[src/rtl/hazard_scoreboard.sv]
// Purpose : data-hazard scoreboard for the in-order pipeline; tracks in-flight destinations EX..WB
// Latency : stall/forward decision is combinational in the ID cycle; tracking state moves on the next edge
// Backpres: stall holds PC and if_id and puts one bubble into EX per stalled cycle; flush overrides stall
//
// Build option: HAZARD_FWD_EN
//   defined   -> forwarding from any tracked stage; stall only on a load-use hit in EX
//   undefined -> no forwarding; stall while any used source matches any tracked writer
//
// Ports:
//   clk, rst_n            pipeline clock (rising edge), asynchronous active-low reset
//   id_valid              ID stage holds a real instruction
//   id_src_a/b, id_use_a/b  source register addresses and whether each is read
//   id_dst, id_wr_en      destination register and whether it is written
//   id_is_load            instruction is a load (result ready only after MEM)
//   flush                 squash ID and every tracked stage
//   stall                 hold PC/if_id, bubble into id_ex
//   fwd_sel_a/b           0 = regfile, k = forward from tracked stage k-1
//   stall_cnt             saturating count of stalled cycles since reset

module hazard_scoreboard #(
    parameter  int REG_AW     = 5,
    parameter  int PIPE_DEPTH = 3,
    parameter  int CNT_W      = 16,
    localparam int SEL_W      = $clog2(PIPE_DEPTH + 1)
) (
    input  logic              clk,
    input  logic              rst_n,
    input  logic              id_valid,
    input  logic [REG_AW-1:0] id_src_a,
    input  logic [REG_AW-1:0] id_src_b,
    input  logic              id_use_a,
    input  logic              id_use_b,
    input  logic [REG_AW-1:0] id_dst,
    input  logic              id_wr_en,
    input  logic              id_is_load,
    input  logic              flush,
    output logic              stall,
    output logic [SEL_W-1:0]  fwd_sel_a,
    output logic [SEL_W-1:0]  fwd_sel_b,
    output logic [CNT_W-1:0]  stall_cnt
);

    // One tracked instruction per stage after ID.
    typedef struct packed {
        logic              vld;
        logic [REG_AW-1:0] dst;
        logic              wr;
        logic              ld;
    } entry_t;

    entry_t                pipeEnt [PIPE_DEPTH];
    logic [CNT_W-1:0]      stallCnt;
    logic [PIPE_DEPTH-1:0] hitA;
    logic [PIPE_DEPTH-1:0] hitB;
    logic                  activeId;

    // A flushed or empty ID slot never stalls and never forwards.
    assign activeId = id_valid & ~flush;

    // Per-stage operand matches. r0 is hardwired zero, so it never matches.
    always_comb begin
        hitA = '0;
        hitB = '0;
        for (int k = 0; k < PIPE_DEPTH; k++) begin
            hitA[k] = id_use_a && (id_src_a != '0) && pipeEnt[k].vld && pipeEnt[k].wr
                      && (pipeEnt[k].dst == id_src_a);
            hitB[k] = id_use_b && (id_src_b != '0) && pipeEnt[k].vld && pipeEnt[k].wr
                      && (pipeEnt[k].dst == id_src_b);
        end
    end

`ifdef HAZARD_FWD_EN
    logic loadUse;

    // Select of the youngest matching stage; scanning oldest to youngest lets the
    // lowest k win when several in-flight writers target the same register.
    function automatic logic [SEL_W-1:0] youngestSel(input logic [PIPE_DEPTH-1:0] hits);
        logic [SEL_W-1:0] sel;
        sel = '0;
        for (int k = PIPE_DEPTH - 1; k >= 0; k--) begin
            if (hits[k]) begin
                sel = SEL_W'(k + 1);
            end
        end
        return sel;
    endfunction

    // A load in EX has no data yet; anything older than EX can be forwarded,
    // including a load that has reached MEM or beyond.
    assign loadUse   = (hitA[0] | hitB[0]) & pipeEnt[0].ld;
    assign stall     = activeId & loadUse;
    assign fwd_sel_a = (activeId & ~loadUse) ? youngestSel(hitA) : '0;
    assign fwd_sel_b = (activeId & ~loadUse) ? youngestSel(hitB) : '0;
`else
    logic unusedLd;

    // Without forwarding every producer must retire before the consumer issues,
    // so a back-to-back dependency waits PIPE_DEPTH cycles.
    assign stall     = activeId & ((|hitA) | (|hitB));
    assign fwd_sel_a = '0;
    assign fwd_sel_b = '0;

    // The load flag is still tracked so both builds share one entry layout;
    // only the forwarding build consumes it.
    always_comb begin
        unusedLd = 1'b0;
        for (int k = 0; k < PIPE_DEPTH; k++) begin
            unusedLd = unusedLd ^ pipeEnt[k].ld;
        end
    end
`endif

    // Tracking shift register and stall counter. A stalled ID enters EX as a
    // bubble (vld=0), giving exactly one bubble per stalled cycle.
    always_ff @(posedge clk or negedge rst_n) begin
        if (!rst_n) begin
            for (int k = 0; k < PIPE_DEPTH; k++) begin
                pipeEnt[k] <= '0;
            end
            stallCnt <= '0;
        end else begin
            if (flush) begin
                for (int k = 0; k < PIPE_DEPTH; k++) begin
                    pipeEnt[k] <= '0;
                end
            end else begin
                pipeEnt[0] <= '{vld: id_valid & ~stall, dst: id_dst, wr: id_wr_en, ld: id_is_load};
                for (int k = 1; k < PIPE_DEPTH; k++) begin
                    pipeEnt[k] <= pipeEnt[k-1];
                end
            end
            // stall is already forced low under flush, so a flushed cycle never counts.
            if (stall && (stallCnt != '1)) begin
                stallCnt <= stallCnt + CNT_W'(1);
            end
        end
    end

    assign stall_cnt = stallCnt;

endmodule
[config.mk]
export PLATFORM = sky130hd
export DESIGN_NAME = hazard_scoreboard
export DESIGN_NICKNAME = d
export VERILOG_FILES = /design/src/rtl/hazard_scoreboard.sv
export SDC_FILE = /design/constraint.sdc
export NUM_CORES = 1
export LEC_CHECK = 0
export ABC_AREA = 1
export BUFFER_PORTS_ARGS = -buffer_cell sky130_fd_sc_hd__buf_2
export CAP_MARGIN = 30
export CELL_PAD_IN_SITES_DETAIL_PLACEMENT = 0
export CELL_PAD_IN_SITES_GLOBAL_PLACEMENT = 1
export CORE_ASPECT_RATIO = 1.25
export CORE_MARGIN = 3
export CORE_UTILIZATION = 42
export DETAILED_ROUTE_END_ITERATION = 6
export GPL_ROUTABILITY_DRIVEN = 0
export PLACE_DENSITY_LB_ADDON = 0.1
export SKIP_LAST_GASP = 1
export SLEW_MARGIN = 10
export SYNTH_ARGS = -nofsm -noshare
export SYNTH_HDL_FRONTEND = slang
export SYNTH_SLANG_ARGS = --single-unit
[constraint.sdc]
create_clock -name clk -period 4 [get_ports clk]
set_clock_uncertainty 0.15 [all_clocks]
set_input_delay 0.8 -clock clk [delete_from_list [all_inputs] [get_ports clk]]
set_output_delay 0.8 -clock clk [all_outputs]
set_load 0.05 [all_outputs]
==> impl_metrics.prom <==
# TYPE chip_impl_metric gauge
chip_impl_metric{name="synth_area_in_compound_gates",unit=""} 0.0176
chip_impl_metric{name="hpwlAfterDp",unit="mm"} 4.11
chip_impl_metric{name="fillerInstances",unit=""} 590
chip_impl_metric{name="ir_worst_vdd",unit="uV"} 178
chip_impl_metric{name="avgViaCountPerCell",unit=""} 4.86
chip_impl_metric{name="final_min_period_over_clock_period",unit=""} 0.723
chip_impl_metric{name="clock_slew_seen_by_the_registers_of_the_worst_setup_and_hold_paths",unit="ps"} 80
chip_impl_metric{name="sequential_cell_area",unit="sq um"} 926
chip_impl_metric{name="total_leakage_power",unit="nW"} 1.51
chip_impl_metric{name="via_count_of_the_routed_design",unit=""} 2122
chip_impl_metric{name="clk-insertion-delay-late",unit="ps"} 290
chip_impl_info{name="netlist.top_cell.by_area",value="sky130_fd_sc_hd__dfrtp_1"} 1
chip_impl_metric{name="design.final.nets",unit=""} 398
chip_impl_metric{name="multi_input_area",unit="sq um"} 1120
chip_impl_metric{name="syn_to_final_growth",unit="%"} 16.0
chip_impl_metric{name="floorplan.io_pins",unit=""} 44
chip_impl_metric{name="cts_setup_buffers",unit=""} 0
chip_impl_info{name="dominant_combinational_cell_family_by_area_after_synthesis",value="simple AND/OR/NAND/NOR gates"} 1
chip_impl_metric{name="timing.final.hold_violations",unit=""} 0
chip_impl_metric{name="routedWlPerCell",unit="microns"} 12.5
chip_impl_info{name="min_path_type",value="register to register"} 1
chip_impl_metric{name="synth-seq-area-share",unit=""} 0.406
chip_impl_metric{name="yosysTopAreaCellShare",unit=""} 0.406
chip_impl_metric{name="final_count_of_negative_setup_slack_endpoints",unit=""} 0
chip_impl_metric{name="slew_headroom",unit=""} 0.436
chip_impl_metric{name="global_route.overflow_total",unit=""} 0
chip_impl_metric{name="numCtsBuffers",unit=""} 5
chip_impl_metric{name="vias_in_the_first_global_route",unit=""} 2042
chip_impl_metric{name="maximum_number_of_pins_on_one_net_before_global_route_repair",unit=""} 38
chip_impl_metric{name="worst_ep_arrival_time",unit="ps"} 1940
chip_impl_metric{name="floorplan.core_area",unit="sq um"} 5150
chip_impl_metric{name="ys_types",unit=""} 23
chip_impl_metric{name="netlist_area",unit="sq um"} 2280
chip_impl_metric{name="post_synth_xor_area_fraction",unit=""} 0.0538
chip_impl_metric{name="worst_hold_margin",unit="ps"} 332
chip_impl_metric{name="synth-seq-cells",unit=""} 37
chip_impl_metric{name="clock_sinks",unit=""} 37
chip_impl_metric{name="yosysWarningCount",unit=""} 0
chip_impl_metric{name="yosys.area_share.adder",unit=""} 0.00549
chip_impl_metric{name="cts_buffer_depth",unit=""} 2
chip_impl_metric{name="die_w",unit="microns"} 71.9
chip_impl_metric{name="timing_worst_slew_pin_value",unit="ps"} 846
chip_impl_metric{name="detail-route-antenna-nets",unit=""} 0
chip_impl_metric{name="port_buffer_count",unit=""} 38
chip_impl_metric{name="drc",unit=""} 0
chip_impl_metric{name="antennaDiodeCount",unit=""} 0
chip_impl_metric{name="design.die.area",unit="sq um"} 6360
chip_impl_metric{name="post_syn_instances",unit=""} 334
chip_impl_info{name="grt_setup_unrepaired",value="no"} 1
chip_impl_metric{name="die_h",unit="microns"} 88.4
chip_impl_info{name="clock_tree_from_tritoncts",value="yes"} 1
chip_impl_info{name="worst_setup_path_end_kind",value="output pin"} 1
chip_impl_metric{name="worstPathMaxFanout",unit=""} 4
chip_impl_info{name="netlist_top_cells_area",value="sky130_fd_sc_hd__dfrtp_1 (41%), sky130_fd_sc_hd__nand2_1 (20%), sky130_fd_sc_hd__nor2_1 (8.4%)"} 1
chip_impl_metric{name="first_pass_grt_wire_length",unit="mm"} 9.54
chip_impl_metric{name="drt-total-wl",unit="mm"} 5.48
chip_impl_metric{name="initial_antenna_violation_count",unit=""} 0
chip_impl_info{name="status",value="completed"} 1
chip_impl_metric{name="yosys.area_share.simple",unit=""} 0.409
chip_impl_metric{name="min_period",unit="ps"} 2890
chip_impl_metric{name="gr-usage-all-layers",unit=""} 0.195
chip_impl_metric{name="yosys-mux-area-fraction",unit=""} 0
chip_impl_metric{name="power_per_cell_area",unit="nW/um^2"} 327
chip_impl_metric{name="start_util",unit=""} 0.443
chip_impl_metric{name="timing.setup.tns",unit="ps"} 0
chip_impl_metric{name="required",unit="ps"} 3050
chip_impl_metric{name="layout-drive-gt1-share",unit=""} 0.176
chip_impl_info{name="timing_worst_setup_path_type",value="input pin to output pin"} 1
chip_impl_metric{name="cts_hold_buf",unit=""} 0
chip_impl_info{name="clockRootBuffer",value="sky130_fd_sc_hd__clkbuf_8"} 1
chip_impl_metric{name="postSynthAreaPerCell",unit="sq um"} 6.83
chip_impl_metric{name="dr.pass1.iters",unit=""} 4
chip_impl_metric{name="fmax",unit="GHz"} 0.346
chip_impl_metric{name="max_slew_violations",unit=""} 0
chip_impl_metric{name="cts-resized-gates",unit=""} 0
chip_impl_info{name="timing.critical_path.from_type",value="input pin"} 1
chip_impl_metric{name="ctsHtreeMaxLevel",unit=""} 2
chip_impl_metric{name="cap_viol_max_count",unit=""} 0
chip_impl_metric{name="core.rowCount",unit=""} 29
chip_impl_metric{name="detailedRoute.firstIterationViolations",unit=""} 54
==> worst max-delay path: stages <==
cell and delay [ps]:
sky130_fd_sc_hd__buf_2 120, sky130_fd_sc_hd__inv_2 50, sky130_fd_sc_hd__nand2_1 50, sky130_fd_sc_hd__nand2_1 60
sky130_fd_sc_hd__nor2_1 130, sky130_fd_sc_hd__nand3_1 110, sky130_fd_sc_hd__nand3_1 100, sky130_fd_sc_hd__nand2_1 60
sky130_fd_sc_hd__nand2_2 80, sky130_fd_sc_hd__nand2_1 60, sky130_fd_sc_hd__inv_1 60, sky130_fd_sc_hd__buf_2 250
==> metrics by stage <==
step | area, sq um | utilization | setup WS [ps] | total power, mW | std cells
after CTS | 2650 | 0.514 | 1090 | 0.878 | 437
after floorplan | 2290 | - | 1140 | 0.452 | 337
final | 2650 | 0.514 | 1110 | 0.866 | 437
after global routing | 2650 | 0.514 | 997 | 0.909 | 437
after global placement | 2510 | 0.488 | 1080 | 0.485 | 429
after detailed placement | 2510 | 0.488 | 1090 | 0.486 | 429
==> registers in the layout (all words and copies together) (netlist names) <==
name,flops
pipeEnt,21
stall_cnt,16
==> metal layers <==
layer,track usage,wire length [microns],part of all wire,up-vias
met1,0.227,2290,0.42,973
met3,0.0352,179,0.033,12
met2,0.345,2850,0.52,41
met4,0.0889,161,0.029,0
li1,-,-,-,1096
met5,0,0,0,-
==> final timing paths <==
| kind | cells after the start | endpoint | slack (ps) | start |
|---|---|---|---|---|
| setup / recovery | 12 | stall | 1110 | id_src_b[4] |
| min in group asynchronous | 1 | pipeEnt[5] | 460 | rst_n |
| hold / removal | 2 | pipeEnt[1] | 330 | pipeEnt[9] |
| hold reg to reg | 2 | pipeEnt[1] | 330 | pipeEnt[9] |
| setup reg to reg | 9 | stall_cnt[14] | 1780 | stall_cnt[0] |
| max in group asynchronous | 1 | stall_cnt[15] | 2710 | rst_n |
==> cell type report <==
| cell class | count | share of cell area |
|---|---|---|
| Inverter | 48 | 0.0681 |
| Tap cell | 62 | 0.0293 |
| Clock inverter | 3 | 0.0246 |
| Sequential cell | 37 | 0.350 |
| Clock buffer | 5 | 0.0260 |
| Timing Repair Buffer | 40 | 0.0775 |
| Multi-Input combinational cell | 242 | 0.425 |
==> report_power, final <==
part           total (mW)  leakage [nW]  switching, mW  internal [mW]
Combinational      0.0872         0.943         0.0617         0.0254
Clock               0.390        0.0681          0.142          0.248
Sequential          0.390         0.504        0.00705          0.383
Total               0.866          1.51          0.211          0.656
==> kinds of logic after synthesis <==
logic type,Yosys count
AOI/OAI and AO/OA,8
and+or+nand+nor,215
xor gates and xnor gates,14
DFF,37
adders and majority gates,1
other,1
buffers and inverters,58
==> synth_stat cells <==
| cell | number |
|---|---|
| sky130_fd_sc_hd__conb_1 | 1 |
| sky130_fd_sc_hd__clkbuf_1 | 3 |
| sky130_fd_sc_hd__nor2_4 | 2 |
| sky130_fd_sc_hd__nand4_1 | 19 |
| sky130_fd_sc_hd__dfrtp_1 | 37 |
| sky130_fd_sc_hd__xnor2_1 | 6 |
| sky130_fd_sc_hd__inv_1 | 38 |
| sky130_fd_sc_hd__nand4_4 | 1 |
| sky130_fd_sc_hd__ha_1 | 1 |
| sky130_fd_sc_hd__o21ai_0 | 7 |
| sky130_fd_sc_hd__nand2_1 | 121 |
| sky130_fd_sc_hd__nor3_1 | 2 |
| sky130_fd_sc_hd__buf_4 | 4 |
| sky130_fd_sc_hd__nand3_1 | 14 |
| sky130_fd_sc_hd__nand3_2 | 2 |
| sky130_fd_sc_hd__a21oi_1 | 1 |
| sky130_fd_sc_hd__xor2_1 | 8 |
| sky130_fd_sc_hd__buf_6 | 1 |
| sky130_fd_sc_hd__nor2_1 | 51 |
| sky130_fd_sc_hd__nand2_2 | 2 |
| sky130_fd_sc_hd__inv_2 | 10 |
| sky130_fd_sc_hd__buf_2 | 2 |
| sky130_fd_sc_hd__nor3b_2 | 1 |
==> cell usage in the layout (no fill, tap or decap), drive strengths merged, types with 4 or more instances in the layout <==
cell type	synthesis	layout
buf	7	40
clkbuf	3	5
conb	1	4
dfrtp	37	37
inv	48	48
nand2	123	123
nand3	16	16
nand4	20	20
nor2	53	53
o21ai	7	7
xnor2	6	6
xor2	8	8
Note: power is estimated with default switching activity, not from simulation.
